## src/rtl/s386_resp_misr.sv

```systemverilog
`default_nettype none
// ============================================================================
// Module   : s386_resp_misr
// Brief    : Windowed 7-bit MISR response compactor for the s386 outputs with
//            pass/fail compare against an expected signature at window end.
//            Optional input masking is enabled by defining S386_RESP_MASK_EN.
// Revision : 1.0  initial release
// ============================================================================
module s386_resp_misr #(
    parameter int         WIN_LEN = 256,
    parameter int         CNT_W   = 16,
    parameter logic [6:0] POLY    = 7'h03,
    parameter logic [6:0] SEED    = 7'h00
) (
    input  logic             CK,
    input  logic             RST,
    input  logic             start,
    input  logic [6:0]       resp,
    input  logic [6:0]       resp_mask,
    input  logic [6:0]       exp_sig,
    output logic             busy,
    output logic             done,
    output logic             pass,
    output logic [6:0]       sig,
    output logic [CNT_W-1:0] cyc_cnt
);

    localparam logic [1:0]       c_ST_IDLE = 2'd0;
    localparam logic [1:0]       c_ST_ARM  = 2'd1;
    localparam logic [1:0]       c_ST_RUN  = 2'd2;
    localparam logic [1:0]       c_ST_DONE = 2'd3;
    localparam logic [CNT_W-1:0] c_WIN_LEN = CNT_W'(WIN_LEN);

    logic [1:0]       r_state;
    logic [1:0]       w_state_nxt;
    logic [6:0]       r_resp_q;
    logic [6:0]       w_resp_d;
    logic [6:0]       r_sig;
    logic [6:0]       w_sig_nxt;
    logic [CNT_W-1:0] r_cnt;
    logic [CNT_W-1:0] w_cnt_inc;
    logic             w_last;
    logic             r_pass;

`ifdef S386_RESP_MASK_EN
    // Masked bits enter the compactor as 0 so unknown responses cannot corrupt the signature.
    assign w_resp_d = resp & ~resp_mask;
`else
    assign w_resp_d = resp;
    wire w_unused_mask = &{1'b0, resp_mask};
`endif

    // Shift up, inject sample, and fold sig[6] back through the tap polynomial.
    assign w_sig_nxt = {r_sig[5:0], 1'b0} ^ r_resp_q ^ (POLY & {7{r_sig[6]}});
    assign w_cnt_inc = r_cnt + CNT_W'(1);
    assign w_last    = (w_cnt_inc == c_WIN_LEN);

    always_ff @(posedge CK or posedge RST) begin
        if (RST) begin
            r_state <= c_ST_IDLE;
        end else begin
            r_state <= w_state_nxt;
        end
    end

    always_comb begin
        w_state_nxt = r_state;
        case (r_state)
            c_ST_IDLE: if (start) w_state_nxt = c_ST_ARM;
            c_ST_ARM:  w_state_nxt = c_ST_RUN;
            c_ST_RUN:  if (w_last) w_state_nxt = c_ST_DONE;
            c_ST_DONE: if (start) w_state_nxt = c_ST_ARM;
            default:   w_state_nxt = c_ST_IDLE;
        endcase
    end

    always_ff @(posedge CK or posedge RST) begin
        if (RST) begin
            r_resp_q <= 7'h00;
            r_sig    <= SEED;
            r_cnt    <= '0;
            r_pass   <= 1'b0;
        end else begin
            r_resp_q <= w_resp_d;
            case (r_state)
                c_ST_ARM: begin
                    r_sig  <= SEED;
                    r_cnt  <= '0;
                    r_pass <= 1'b0;
                end
                c_ST_RUN: begin
                    // Guard keeps the counter saturated even if the window is already full.
                    if (r_cnt != c_WIN_LEN) begin
                        r_sig <= w_sig_nxt;
                        r_cnt <= w_cnt_inc;
                        if (w_last) r_pass <= (w_sig_nxt == exp_sig);
                    end
                end
                c_ST_DONE: begin
                    if (start) r_pass <= 1'b0;
                end
                default: begin
                end
            endcase
        end
    end

    assign busy    = (r_state == c_ST_ARM) || (r_state == c_ST_RUN);
    assign done    = (r_state == c_ST_DONE);
    assign pass    = r_pass & done;
    assign sig     = r_sig;
    assign cyc_cnt = r_cnt;

endmodule
`default_nettype wire

```

## config.mk

```make
export PLATFORM = sky130hd
export DESIGN_NAME = s386_resp_misr
export DESIGN_NICKNAME = d
export VERILOG_FILES = /design/src/rtl/s386_resp_misr.sv
export SDC_FILE = /design/constraint.sdc
export NUM_CORES = 1
export LEC_CHECK = 0
export ABC_AREA = 1
export BUFFER_PORTS_ARGS = -buffer_cell sky130_fd_sc_hd__buf_4
export CORE_MARGIN = 2
export CORE_UTILIZATION = 48
export DETAILED_ROUTE_END_ITERATION = 6
export MAX_ROUTING_LAYER = met4
export PLACE_DENSITY = 0.85
export SETUP_SLACK_MARGIN = 0.3
export SYNTH_ARGS = -nofsm -noshare
export SYNTH_HDL_FRONTEND = slang
export SYNTH_SLANG_ARGS = --single-unit
```

## constraint.sdc

```tcl
create_clock -name CK -period 1.8 [get_ports CK]
set_clock_uncertainty 0.05 [all_clocks]
set_input_delay 0.09 -clock CK [delete_from_list [all_inputs] [get_ports CK]]
set_output_delay 0.09 -clock CK [all_outputs]
set_load 0.03 [all_outputs]
```

After elaboration in Yosys (flattened, before gate mapping)

Index checks and enable logic that the tools add are counted.

Register bits: 33
Input bits: 24
Output and inout port bits: 26

Add/subtract/negate cells: 1
Equality and inequality tests: 10
Mux-type cells: 11
Bitwise operators: 3
Reductions and logical operators: 8

Operators by type and width:

| kind                                                                     | count |
|---|---|
| 16-bit case mux with 2 select lines                                      | 1 |
| 16-bit by 1-bit adder with 16-bit output, second input constant          | 1 |
| 16-bit by 9-bit == test with 1-bit output, second input constant         | 1 |
| 16-bit 2-to-1 mux                                                        | 1 |
| 16-bit by 9-bit inequality test with 1-bit output, second input constant | 1 |
| 7-bit case mux with 2 select lines                                       | 1 |
| 7-bit == test                                                            | 1 |
| 7-bit 2-to-1 mux                                                         | 1 |
| 7-bit by 2-bit bitwise XOR with 7-bit output                             | 1 |
| 7-bit bitwise XOR                                                        | 1 |
| 2-bit inequality test, second input constant                             | 3 |
| 2-bit case mux with 3 select lines                                       | 1 |
| 2-bit == test, second input constant                                     | 2 |
| 2-bit 2-to-1 mux                                                         | 2 |
| 2-bit AND reduction                                                      | 2 |
| 4-bit AND reduction                                                      | 1 |
| 1-bit 2-to-1 mux                                                         | 3 |
| 1-bit case mux with 3 select lines                                       | 1 |
| 3-bit nonzero test                                                       | 1 |
| 2-bit by 1-bit == test with 1-bit output, second input constant          | 1 |
| 2-bit zero test                                                          | 1 |
| 2-bit by 1-bit inequality test with 1-bit output, second input constant  | 1 |
| 2-bit nonzero test                                                       | 1 |
| 2-bit OR reduction                                                       | 1 |
| other kinds (2)                                                          | 2 |

Logic depth before layout (Yosys ltp)

Word-level depth: 6
Gate-level depth with buffers: 15
Mapped depth without buffers: 15

Least setup slack after synthesis

OpenSTA, ideal clock, no wires.

Path kind: flip-flop to flip-flop
From: reg r_cnt[0] (netlist: cyc_cnt[0])
To: reg r_state[1]
Library setup time: 0.117 ns
Arrival time: 1.838 ns
Data required time: 1.633 ns
Path slack: -0.205 ns
Stages on the path, launching flop included: 15
Cells stage by stage: dfrtp_1 -> ha_1 -> nand2_1 -> nor2_2 -> nand3_2 -> clkinv_1 -> nand2_1 -> nand2_1 -> nand2_1 -> nor2_1 -> nand3_2 -> nand2_2 -> nand2_1 -> nand2_1 -> nand2_1

Longest elaborated chain between the ends: 4

Ends and longest elaborated chain:

| item                                      | line | RTL |
|---|---|---|
| start: declaration                        | 40   | `logic [CNT_W-1:0] r_cnt;` |
| start signal: assignment                  | 95   | `r_cnt <= w_cnt_inc;` |
| 16-bit by 1-bit adder with 16-bit output  | 55   | `assign w_cnt_inc = r_cnt + CNT_W'(1);` |
| 16-bit by 9-bit == test with 1-bit output | 56   | `assign w_last = (w_cnt_inc == c_WIN_LEN);` |
| 2-bit inequality test (no line)           | -    |  |
| 2-bit AND reduction (no line)             | -    |  |
| end signal: assignment                    | 60   | `r_state <= c_ST_IDLE;` |
| end signal: assignment                    | 62   | `r_state <= w_state_nxt;` |
| end: declaration                          | 34   | `logic [1:0] r_state;` |

Every way passes these cells.
A chain may end at the register's enable or synchronous reset.

Worst setup path after layout

From: reg r_cnt[1] (netlist: cyc_cnt[1])
To: reg r_cnt[14] (netlist: cyc_cnt[14])

Longest elaborated chain between the ends: 3
Elaborated cells between the ends (all ways): 6
Those cells by class: 1 x add/sub; 2 x eq/ne; 2 x mux; 1 x reduce/logical

Ends and longest elaborated chain:

| item                                                                                                          | line |
|---|---|
| 16-bit by 1-bit adder with 16-bit output or 16-bit by 9-bit inequality test with 1-bit output (tied branches) | 55, 93 |
| 16-bit 2-to-1 mux or 2-bit inequality test (tied branches)                                                    | - |
| 16-bit case mux with 2 select lines or 2-bit AND reduction (tied branches)                                    | - |

Several ways; a longest one is shown, not always the timed one. The select of a mux whose other input is x is not followed.

==> parameters.txt <==
Parameter                              Value

Min path
  Hold Crit Class    input pin to flop
  Cell depth of the worst min-delay path    4
  Worst hold start    start
  Worst Hold Endpoint    r_state[0]

STA
  Setup violations, final    4
  Crit path setup slack, layout    -114 ps
  Worst-margin pin slew    432 ps
  Final worst path period need    1910 ps
  Final hold vios    0
  Number of max-slew violations in the final report    0
  Unrepaired setup endpoints after global routing    true
  Achievable Freq    0.523 GHz
  Max-slew headroom    71.2%
  Final hold slack    142 ps
  Final TNS setup    -308 ps
  Final period util    106%

Place
  Dpl hpwl    3.80 mm
  Port bufs    42
  Instance area at placement    2590 um2
  Final weighted congestion of routability-driven global placement    0.932

Yosys
  Share of async-settable or async-resettable flops after synthesis    100%
  Fraction of the yosys area taken by sequential cells    40.3%
  Largest cells by area after synthesis    sky130_fd_sc_hd__dfrtp_1 (40%), sky130_fd_sc_hd__nand2_1 (16%), sky130_fd_sc_hd__inv_1 (7.1%), sky130_fd_sc_hd__nand3_1 (5.1%), sky130_fd_sc_hd__nor2_1 (4.4%)
  Count of unique library cells instantiated by Yosys    26
  Yosys Warn Count    0
  Post-synth EDFFs    0
  Largest area contributor in the synthesized netlist    sky130_fd_sc_hd__dfrtp_1
  Syn_nets    315
  Number of instances in the synthesized netlist    284
  Average footprint of a synthesized cell    7.22 um2
  Area of the mapped netlist    2050 um2
  Top flip-flop cell by instance count after synthesis    sky130_fd_sc_hd__dfrtp_1
  Yosys top cell area share    40.3%
  Synth Register Bits    33

Status
  Result of the run    complete, but fails checks
  Failing checks    setup timing

Routing
  Detail-routed net length per standard cell    13.8 um
  Drt first pass iters    4
  Violation count after the first detailed-routing iteration    262
  Average via count per standard cell    5.25
  Number of DRC violations after detailed routing    0
  Detail Route Antenna Nets    0
  Total vias in the final route    2184
  Total wire length    5.73 mm

Die
  Rows    23
  I/O pin cnt    50
  Die outline width    69.3 um
  Die area    4810 um2
  Starting density of the core    50.5%
  Overall die height    69.3 um
  Core area    4060 um2

Power and ir drop
  Part of the total power dissipated in combinational logic    32.0%
  Clock power frac    25.4%
  Internal power    1400 uW
  Part of the total power dissipated in sequential elements    42.6%
  Power per cell area    747 nW/um2
  Highest ir drop seen on vdd    0.000774 V
  Sw frac    36.7%
  P_sw    815 uW
  Total Power    2220 uW
  LEAKAGE    0.00146 uW

Setup path
  Reg2Reg Launch Point    cyc_cnt[1]
  Data required time of the worst path    1970 ps
  R2R depth    12
  Crit-path max FO    6
  Longest individual stage delay on the worst path    430 ps
  Category of the worst setup path launch point    flop
  CP Data Arrival Time    2080 ps
  Register-to-register setup slack    -110 ps
  Type of the worst setup path    flop to flop
  Worst r2r dst    cyc_cnt[14]
  Critical Path Most Common Cell    sky130_fd_sc_hd__buf_6
  Crit. End Element    flop
  Cell Chain, Critical Path    ha_4 > nand3_4 > nor2_4 > nand4_1 > nand2_2 > inv_2 > buf_4 > buf_6 > buf_6 > buf_6 > buf_6 > o22ai_2
  Slowest cell on crit path    sky130_fd_sc_hd__dfrtp_2

Cells and area
  Number of inserted filler cells in the final layout    328
  Core occupancy in the finished layout    73.2%
  Diode insertion count for antenna repair    0
  Post-layout instance area    2970 um2
  Final nets    396
  Fraction of final layout cells with drive strength greater than 1    34.7%
  Area added between synthesis and finish    44.9%

CTS
  Largest buffer count on any clock path    2
  Total CTS buffers    5
  Root Buffer Master    sky130_fd_sc_hd__clkbuf_8
  Clock latency of the later-clocked register in the worst-skew pair    290 ps
  CTS tree    done
  Worst-path clk slew    70 ps
  Sinks on Clock Net    33
  CTS HTree Levels    2

Global routing
  Total GRT Usage    25.4%
  Global-route wire length before repair    9.47 mm
  Vias in the first global route    2098
  Maximum number of pins on one net before global-route repair    34
  Number of antenna violations at the first check in global routing    0
  Remaining global-route overflow    0

Job
  Max cap viols    0
Yosys cell counts (4+ instances only):
master / number
sky130_fd_sc_hd__dfrtp_1: 33
sky130_fd_sc_hd__ha_1: 7
sky130_fd_sc_hd__inv_1: 39
sky130_fd_sc_hd__nand2_1: 88
sky130_fd_sc_hd__nand2_2: 4
sky130_fd_sc_hd__nand3_1: 21
sky130_fd_sc_hd__nand4_1: 8
sky130_fd_sc_hd__nor2_1: 24
sky130_fd_sc_hd__nor2_2: 5
sky130_fd_sc_hd__o21ai_0: 15
sky130_fd_sc_hd__o22ai_1: 10
sky130_fd_sc_hd__xnor2_1: 7
sky130_fd_sc_hd__xor2_1: 4
cells in the final DEF (no fill, tap or decap), drive strengths merged:
master	Yosys	layout
nand2	92	92
buf	2	70
inv	40	40
dfrtp	33	33
nor2	30	30
nand3	23	23
o21ai	16	16
o22ai	10	10
nand4	8	8
dlygate4sd3	0	8
clkbuf	2	8
xnor2	7	7
ha	7	7
xor2	4	4
nor4	2	2
and2	2	2
or2	2	2
clkinv	2	2
nand3b	1	1
nor3	1	1
worst max-delay path, delay by kind of cell, from the launching register on:
family | cells | cell delay (ps)
buf+inv | 6 | 580
simple gates | 4 | 500
flops | 1 | 430
fa+ha+maj | 1 | 190
compound gates | 1 | 70
worst max-delay path by stage:
| stage | start | end | slack, ps | cells after the start |
|---|---|---|---|---|
| floorplan | cyc_cnt[0] | r_state[1] | 0.5 | 14 |
| global placement | cyc_cnt[1] | r_state[1] | 9 | 14 |
| detailed placement | cyc_cnt[1] | r_state[1] | -90 | 14 |
| CTS | cyc_cnt[1] | r_state[1] | -20 | 15 |
| global route | cyc_cnt[1] | cyc_cnt[14] | -230 | 12 |
| finish | cyc_cnt[1] | cyc_cnt[14] | -110 | 12 |
flip-flops by register name (all words and copies together), names as in the netlist:
| register | flops |
|---|---|
| sig | 7 |
| r_resp_q | 7 |
| r_pass | 1 |
| r_state | 2 |
| cyc_cnt | 16 |
timing repair:
action,in CTS,in global routing
pin swaps,12,3
endpoints found under the hold margin,40,0
hold buffers,8,0
buffers inserted,13,1
gates resized for setup,18,13
endpoints found under the setup margin,26,27
power groups by stage:
stage / combinational (uW) / clock [uW] / sequential [uW]
after global routing: 779 / 591 / 957
after floorplan: 293 / 0 / 1090
final: 710 / 564 / 945
after detailed placement: 678 / 0 / 951
after CTS: 700 / 572 / 943
after global placement: 648 / 0 / 950
metal layers:
metal / vias to the layer above / global-route usage, % / wire, um
met4: 0 / 11.3 / 139
met5: - / - / 0
met2: 74 / 41.1 / 2860
met1: 1028 / 30.8 / 2420
li1: 1064 / - / -
met3: 18 / 4.94 / 314
layout make-up:
cell class	instances	area, um2	area share [%]
multi-input cells	205	1190	40.2
flip-flops and latches	33	836	28.1
repair buffers	78	633	21.3
inverters	42	164	5.52
clock buffers	8	80.1	2.70
well taps	50	62.6	2.11
kinds of logic after synthesis:
| family | count (synthesis) | share of synthesized area (%) |
|---|---|---|
| xor gates and xnor gates | 11 | 4.70 |
| adders and majority gates | 7 | 4.27 |
| buffers and inverters | 46 | 8.97 |
| and+or+nand+nor | 161 | 34.8 |
| DFF | 33 | 40.3 |
| AOI/OAI and AO/OA | 26 | 6.96 |
stage by stage:
| stage | std cells | worst slack (ps) |
|---|---|---|
| 2_1_floorplan | 284 | 0.517 |
| 3_3_place_gp | 386 | 9.45 |
| 3_5_place_dp | 386 | -87.8 |
| 4_1_cts | 415 | -20.0 |
| 5_1_grt | 416 | -229 |
| 6_report | 416 | -114 |
Note: power is estimated with default switching activity, not from simulation.
